--- config.mk ---
export PLATFORM = sky130hd
export DESIGN_NAME = switch_pre
export DESIGN_NICKNAME = d
export VERILOG_FILES = /design/src/rtl/switch_pre_pkg.sv /design/src/rtl/switch_pre_beat_pack.sv /design/src/rtl/switch_pre.sv
export SDC_FILE = /design/constraint.sdc
export NUM_CORES = 1
export LEC_CHECK = 0
export BUFFER_PORTS_ARGS = -buffer_cell sky130_fd_sc_hd__buf_2
export CORE_ASPECT_RATIO = 1.75
export CORE_MARGIN = 5
export CORE_UTILIZATION = 57
export DETAILED_ROUTE_END_ITERATION = 10
export GPL_TIMING_DRIVEN = 0
export MAX_ROUTING_LAYER = met4
export PLACE_DENSITY = 0.8
export SYNTH_ARGS = -nofsm -noshare
export SYNTH_HDL_FRONTEND = slang
export SYNTH_SLANG_ARGS = --single-unit
--- constraint.sdc ---
create_clock -name clk -period 7.2 [get_ports clk]
set_clock_uncertainty 0.15 [all_clocks]
set_input_delay 1.08 -clock clk [delete_from_list [all_inputs] [get_ports clk]]
set_output_delay 1.08 -clock clk [all_outputs]
set_load 0.02 [all_outputs]
--- src/rtl/switch_pre_pkg.sv ---
// Shared cell-format constants for the ingress packer and egress unpacker.
package switch_pre_pkg;

    localparam int CELL_BYTES     = 64;
    localparam int BEAT_BYTES     = 16;
    localparam int BEATS_PER_CELL = CELL_BYTES / BEAT_BYTES;

    // Cell header: byte0 = {len[11:8], portmap}, byte1 = len[7:0]
    localparam int HDR_BYTES      = 2;
    localparam int HDR_LEN_HI_OFS = 0;
    localparam int HDR_LEN_LO_OFS = 1;

    // Bit positions of the per-beat cell flags in a 2-bit flag vector
    localparam int FLAG_LAST_BIT  = 0;
    localparam int FLAG_FIRST_BIT = 1;

    localparam int LEN_W          = 12;
    localparam int BEAT_CNT_W     = 9;

    typedef enum logic [2:0] {
        ST_IDLE,
        ST_PTR,
        ST_WAIT,
        ST_FILL,
        ST_EMIT,
        ST_DROP
    } pre_state_e;

    // Beats needed for a frame of len bytes (header included), whole cells only
    function automatic logic [BEAT_CNT_W-1:0] cell_beats(input logic [LEN_W-1:0] len);
        cell_beats = {1'b0, len[11:6], 2'b00} + ((len[5:0] != 6'd0) ? 9'd4 : 9'd0);
    endfunction

endpackage

--- src/rtl/switch_pre_beat_pack.sv ---
// Byte-to-beat assembler: 16-byte shift register fed one byte per cycle from the
// data FIFO (1-cycle read latency), substituting zero pad once the frame length is reached.
module switch_pre_beat_pack
    import switch_pre_pkg::*;
(
    input  logic             clk,
    input  logic             rst,
    input  logic             hdr_load,
    input  logic [7:0]       hdr_b0,
    input  logic [7:0]       hdr_b1,
    input  logic [LEN_W-1:0] frame_len,
    input  logic             fill_en,
    input  logic             beat_ack,
    input  logic [7:0]       data_byte,
    output logic             data_rd,
    output logic             beat_done,
    output logic             beat_valid,
    output logic [127:0]     beat_data
);

    localparam int PW = LEN_W + 1;

    logic [127:0]  shreg_q, shreg_d;
    logic [4:0]    slot_cnt_q, slot_cnt_d;
    logic [4:0]    issue_cnt_q, issue_cnt_d;
    logic [PW-1:0] pos_q, pos_d;
    logic          vld_q, vld_d;
    logic          pad_q, pad_d;
    logic          issue;

    // Issue one byte slot per cycle (read or pad), shift in what returns a cycle later
    always_comb begin
        issue       = fill_en && (issue_cnt_q < 5'(BEAT_BYTES));
        data_rd     = issue && (pos_q < {1'b0, frame_len});
        vld_d       = issue;
        pad_d       = issue && !data_rd;
        pos_d       = pos_q;
        issue_cnt_d = issue_cnt_q;
        slot_cnt_d  = slot_cnt_q;
        shreg_d     = shreg_q;
        if (hdr_load) begin
            // header lands in the low bytes and reaches byte0 after 14 shifts
            pos_d       = PW'(HDR_BYTES);
            issue_cnt_d = 5'(HDR_BYTES);
            slot_cnt_d  = 5'(HDR_BYTES);
            shreg_d     = {112'b0, hdr_b0, hdr_b1};
        end else begin
            if (issue) begin
                pos_d       = pos_q + PW'(1);
                issue_cnt_d = issue_cnt_q + 5'd1;
            end
            if (beat_ack) begin
                issue_cnt_d = 5'd0;
                slot_cnt_d  = 5'd0;
            end
            if (vld_q) begin
                slot_cnt_d = slot_cnt_q + 5'd1;
                shreg_d    = {shreg_q[119:0], (pad_q ? 8'h00 : data_byte)};
            end
        end
    end

    assign beat_done  = vld_q && (slot_cnt_q == 5'(BEAT_BYTES - 1));
    assign beat_valid = (slot_cnt_q == 5'(BEAT_BYTES));
    assign beat_data  = shreg_q;

    // Pack state registers
    always_ff @(posedge clk or posedge rst) begin
        if (rst) begin
            shreg_q     <= '0;
            slot_cnt_q  <= '0;
            issue_cnt_q <= '0;
            pos_q       <= '0;
            vld_q       <= 1'b0;
            pad_q       <= 1'b0;
        end else begin
            shreg_q     <= shreg_d;
            slot_cnt_q  <= slot_cnt_d;
            issue_cnt_q <= issue_cnt_d;
            pos_q       <= pos_d;
            vld_q       <= vld_d;
            pad_q       <= pad_d;
        end
    end

endmodule

--- src/rtl/switch_pre.sv ---
// Ingress packer: reads a length pointer and payload bytes, prepends the 2-byte cell
// header, pads to whole 64-byte cells and writes 128-bit beats to the switch core.
//
//   state | meaning
//   IDLE  | waiting for a pointer entry
//   PTR   | pointer data valid; length check, header load
//   WAIT  | cell boundary; hold while the cell FIFO is almost full
//   FILL  | assembling 16 bytes of the current beat
//   EMIT  | writing the assembled beat
//   DROP  | discarding the payload of an out-of-range frame
module switch_pre
    import switch_pre_pkg::*;
#(
    parameter int MIN_LEN = 60,
    parameter int MAX_LEN = 1518
) (
    input  logic         clk,
    input  logic         rst,
    output logic         ptr_fifo_rd,
    input  logic [15:0]  ptr_fifo_dout,
    input  logic         ptr_fifo_empty,
    output logic         data_fifo_rd,
    input  logic [7:0]   data_fifo_dout,
    output logic         i_cell_data_fifo_wr,
    output logic [127:0] i_cell_data_fifo_din,
    output logic         i_cell_data_first,
    output logic         i_cell_data_last,
    input  logic         i_cell_data_fifo_bp
);

    localparam logic [LEN_W-1:0] MIN_N = LEN_W'(MIN_LEN);
    localparam logic [LEN_W-1:0] MAX_N = LEN_W'(MAX_LEN);

    pre_state_e              state_q, state_d;
    logic [LEN_W-1:0]        len_q, len_d;
    logic [BEAT_CNT_W-1:0]   beat_total_q, beat_total_d;
    logic [BEAT_CNT_W-1:0]   beat_cnt_q, beat_cnt_d;
    logic [LEN_W-1:0]        drop_cnt_q, drop_cnt_d;

    logic [LEN_W-1:0]        ptr_n;
    logic [LEN_W-1:0]        ptr_len;
    logic                    len_ok;
    logic                    last_beat;
    logic                    hdr_load, fill_en, beat_ack, drop_rd;
    logic                    pack_rd, beat_done, beat_valid;
    logic [127:0]            beat_data;
    logic [1:0]              flags;

    assign ptr_n     = ptr_fifo_dout[11:0];
    assign ptr_len   = ptr_n + 12'd2;
    assign len_ok    = (ptr_n >= MIN_N) && (ptr_n <= MAX_N);
    assign last_beat = (beat_cnt_q == beat_total_q - 9'd1);

    // Next-state and control decode
    always_comb begin
        state_d             = state_q;
        len_d               = len_q;
        beat_total_d        = beat_total_q;
        beat_cnt_d          = beat_cnt_q;
        drop_cnt_d          = drop_cnt_q;
        ptr_fifo_rd         = 1'b0;
        hdr_load            = 1'b0;
        fill_en             = 1'b0;
        beat_ack            = 1'b0;
        drop_rd             = 1'b0;
        i_cell_data_fifo_wr = 1'b0;
        case (state_q)
            ST_IDLE: begin
                if (!ptr_fifo_empty) begin
                    ptr_fifo_rd = 1'b1;
                    state_d     = ST_PTR;
                end
            end
            ST_PTR: begin
                if (len_ok) begin
                    len_d        = ptr_len;
                    beat_total_d = cell_beats(ptr_len);
                    beat_cnt_d   = '0;
                    hdr_load     = 1'b1;
                    state_d      = ST_WAIT;
                end else begin
                    drop_cnt_d = ptr_n;
                    state_d    = ST_DROP;
                end
            end
            ST_WAIT: begin
                if (!i_cell_data_fifo_bp) state_d = ST_FILL;
            end
            ST_FILL: begin
                fill_en = 1'b1;
                if (beat_done) state_d = ST_EMIT;
            end
            ST_EMIT: begin
                i_cell_data_fifo_wr = beat_valid;
                beat_ack            = 1'b1;
                beat_cnt_d          = beat_cnt_q + 9'd1;
                if (last_beat)                     state_d = ST_IDLE;
                else if (beat_cnt_q[1:0] == 2'd3)  state_d = ST_WAIT;
                else                               state_d = ST_FILL;
            end
            ST_DROP: begin
                if (drop_cnt_q == '0) begin
                    state_d = ST_IDLE;
                end else begin
                    drop_rd    = 1'b1;
                    drop_cnt_d = drop_cnt_q - 12'd1;
                end
            end
            default: state_d = ST_IDLE;
        endcase
    end

    // Flag vector shared in layout with the egress side
    always_comb begin
        flags                 = 2'b00;
        flags[FLAG_FIRST_BIT] = i_cell_data_fifo_wr && (beat_cnt_q == '0);
        flags[FLAG_LAST_BIT]  = i_cell_data_fifo_wr && last_beat;
    end

    assign i_cell_data_first    = flags[FLAG_FIRST_BIT];
    assign i_cell_data_last     = flags[FLAG_LAST_BIT];
    assign i_cell_data_fifo_din = i_cell_data_fifo_wr ? beat_data : '0;
    assign data_fifo_rd         = pack_rd | drop_rd;

    switch_pre_beat_pack u_beat_pack (
        .clk        (clk),
        .rst        (rst),
        .hdr_load   (hdr_load),
        .hdr_b0     ({ptr_len[11:8], ptr_fifo_dout[15:12]}),
        .hdr_b1     (ptr_len[7:0]),
        .frame_len  (len_q),
        .fill_en    (fill_en),
        .beat_ack   (beat_ack),
        .data_byte  (data_fifo_dout),
        .data_rd    (pack_rd),
        .beat_done  (beat_done),
        .beat_valid (beat_valid),
        .beat_data  (beat_data)
    );

    // FSM and frame counters
    always_ff @(posedge clk or posedge rst) begin
        if (rst) begin
            state_q      <= ST_IDLE;
            len_q        <= '0;
            beat_total_q <= '0;
            beat_cnt_q   <= '0;
            drop_cnt_q   <= '0;
        end else begin
            state_q      <= state_d;
            len_q        <= len_d;
            beat_total_q <= beat_total_d;
            beat_cnt_q   <= beat_cnt_d;
            drop_cnt_q   <= drop_cnt_d;
        end
    end

endmodule

==> summary.txt <==
Layout
  • Fillers: 1418
  • Layout Utilization: 67.9%
  • Final antenna diode count: 0
  • Layout Nets: 1273
  • Multi-input gate area: 0.00494 mm²
  • Share of layout cells above drive strength 1: 18.6%
  • P&R area growth vs syn: 16.6%
  • Seq. cell area: 0.00490 mm²

STA
  • Slew Viols, Final: 0
  • Peak Freq: 220 MHz
  • Final setup vio count: 0
  • Min Tclk post-route: 4.54 ns
  • Final worst slack: 2.66 ns
  • Tcrit/Tclk final: 63.1%
  • Fin. Hold Viols: 0
  • Unrepaired setup endpoints after global routing: no
  • Relative slew slack: 42.6%
  • Slew @ Worst Pin: 0.860 ns

Placed design
  • Post-DP HPWL: 20500 µm
  • Setup slack after placement: 3.14 ns
  • Final GP Congestion: 1.00
  • Number of port buffers: 160

Die
  • IO Pins: 161
  • Die Wd: 111 µm
  • Initial Util: 58.3%
  • Die Ht: 187 µm
  • Row count: 64
  • Full die area: 0.0208 mm²
  • Core Region: 0.0175 mm²

Global route
  • Total track usage: 27.3%
  • Total gr overflow: 0
  • First-pass GRT wire length: 44200 µm
  • Number of global-route vias before repair: 8527
  • Initial antenna violation count: 0
  • Largest net degree at the start of global routing: 105

Drt
  • Starting DRT DRC Count: 522
  • Post-route ant nets: 0
  • Routed length on met3: 1310 µm
  • Final WL: 27500 µm
  • DR top layer: met4
  • WL met1: 10000 µm
  • Pre-Repair DR Iteration Count: 5
  • Met2 wire length: 14800 µm
  • DR vias/cell: 5.68
  • Vias: 8326
  • Residual DRC: 0
  • Wirelength per Cell: 18.8 µm

Power
  • Leak: 0.00584 µW
  • Pwr per Cell Area: 355 mW/mm²
  • Peak supply drop: 203 µV

Synth
  • Async SR Flop Fraction: 100%
  • FF+latch count, synth: 196
  • Syn Nets: 1093
  • Syn avg cell area: 9.82 µm²
  • Post-Syn Instances: 1041
  • Synth unique cells: 65
  • Sequential area share after synthesis: 48.0%
  • Number of synthesized flops with an enable pin: 0
  • Prevailing post-synth register cell: dfrtp_1
  • Mapped cell area: 0.0102 mm²
  • Synth Warn #: 0

Critical path
  • Data arrival, critical path: 3.31 ns
  • CP Class: flop to output port
  • WP data required: 5.97 ns
  • Critical path endpoint category: output port
  • Startpoint class of the critical path: flop
  • CP max FO: 10

Flow run
  • Maxcap violations: 0

Clocking
  • H-tree depth: 4
  • # clock sinks: 196
  • CTS tree: built
  • Root Buffer Master: clkbuf_16
  • Worst-Skew Late Latency: 0.44 ns
  • Number of buffers created by CTS: 17
  • Post-CTS Resized: 0
  • Clk buf depth: 2
  • Clock slew at reported path FFs: 0.08 ns
  • Hold buffers post-CTS: 0
  • Setup Buffers After CTS: 0

Run status
  • Status: completed

Worst hold path
  • Hold Crit Class: flop to flop
layout by cell type, fill, tap and decap left out, drive strengths merged, types with 6 or more instances in the layout:
| master | Yosys | routed |
|---|---|---|
| or3 | 6 | 6 |
| nor3 | 6 | 6 |
| a21o | 6 | 6 |
| o21ai | 46 | 46 |
| xor2 | 20 | 20 |
| nor2 | 160 | 160 |
| a31oi | 10 | 10 |
| and2 | 132 | 132 |
| clkbuf | 47 | 66 |
| inv | 26 | 33 |
| xnor2 | 15 | 15 |
| mux2i | 123 | 123 |
| nor2b | 16 | 16 |
| dfrtp | 196 | 196 |
| nand4 | 8 | 8 |
| ha | 24 | 24 |
| buf | 20 | 181 |
| nand2 | 49 | 49 |
| a21oi | 38 | 38 |
| a211oi | 7 | 7 |
| clkinv | 0 | 6 |
| nand3 | 20 | 20 |
| and3 | 8 | 8 |
cells by family after synthesis:
family / Yosys count / synth area share [%]
mux: 124 / 12.2
fa+ha+maj: 24 / 2.94
simple gates: 428 / 21.3
buf+inv: 93 / 3.71
flops: 196 / 48.0
xor+xnor: 35 / 3.00
compound gates: 141 / 8.88
area by class of cell:
type,instances,area share (%)
multi-input cells,752,41.4
flip-flops and latches,196,41.2
repair buffers,161,6.95
clock buffers,19,3.80
well taps,231,2.43
plain buffers,67,2.36
clock inverters,13,0.956
inverters,26,0.882
final timing paths:
path / startpoint / endpoint / slack (ns) / depth (start not counted)
setup / recovery: state_q[2]$_DFFE_PP0P_ / i_cell_data_fifo_din[86] / 2.66 / 9
setup reg to reg: state_q[2]$_DFFE_PP0P_ / u_beat_pack.pos_q[6]$_DFFE_PP0P_ / 4.05 / 7
hold / removal: len_q[0]$_DFFE_PP0P_ / len_q[0]$_DFFE_PP0P_ / 0.34 / 2
hold reg to reg: len_q[0]$_DFFE_PP0P_ / len_q[0]$_DFFE_PP0P_ / 0.34 / 2
max in group asynchronous: rst / u_beat_pack.beat_data[19]$_DFFE_PP0P_ / 5.35 / 3
min in group asynchronous: rst / u_beat_pack.beat_data[101]$_DFFE_PP0P_ / 0.60 / 2
critical path: stages, from the launching register on:
cell and delay [ns]:
dfrtp_1 0.32, buf_2 0.18, nor2b_1 0.14, buf_2 0.21, nand2_1 0.29, nor4_2 0.53, buf_2 0.41, clkbuf_1 0.37
and2_1 0.23, buf_2 0.18
power by group:
part / total, µW / internal [µW] / switching [µW]
sequential: 1980 / 1550 / 434
clock: 926 / 474 / 453
combinational: 1310 / 552 / 761
total: 4220 / 2580 / 1650
cell usage after synthesis, types with 10 or more instances:
master,instances,area (µm²)
nor2_1,160,601
mux2i_1,123,1230
clkbuf_1,47,176
nor2b_1,16,100
inv_1,26,97.6
a21oi_1,35,175
dfrtp_1,196,4900
buf_2,18,90.1
nand3_1,20,100
ha_1,24,300
a31oi_1,10,62.6
o21ai_0,37,185
and2_1,131,820
xnor2_1,15,131
nand2_1,49,184
xor2_1,20,175
flip-flops by register name (all words and copies together), names as in the netlist:
name	flops
u_beat_pack.beat_data	128
u_beat_pack.pos_q	13
drop_cnt_q	12
len_q	12
beat_cnt_q	9
beat_total_q	7
u_beat_pack.issue_cnt_q	5
u_beat_pack.slot_cnt_q	5
state_q	3
u_beat_pack.pad_q	1
u_beat_pack.vld_q	1
layer usage:
metal  vias up  track usage (%)
li1       3889                -
met1      4047             29.1
met2       297             48.6
met3        93             4.01
met4         0             14.0
met5         -                -
per-stage QoR:
step / TNS, ns / hold WS, ns / area, µm² / power, µW / std cells
finish: 0 / 0.344 / 11900 / 4220 / 1465
floorplan: 0 / 0.297 / 10200 / 2840 / 1041
detailed placement: 0 / 0.325 / 11300 / 3290 / 1433
global placement: -291.58 / 0.315 / 11300 / 3200 / 1432
global route: 0 / 0.370 / 11900 / 4500 / 1465
CTS: 0 / 0.343 / 11900 / 4220 / 1465
Note: power is estimated with default switching activity, not from simulation.
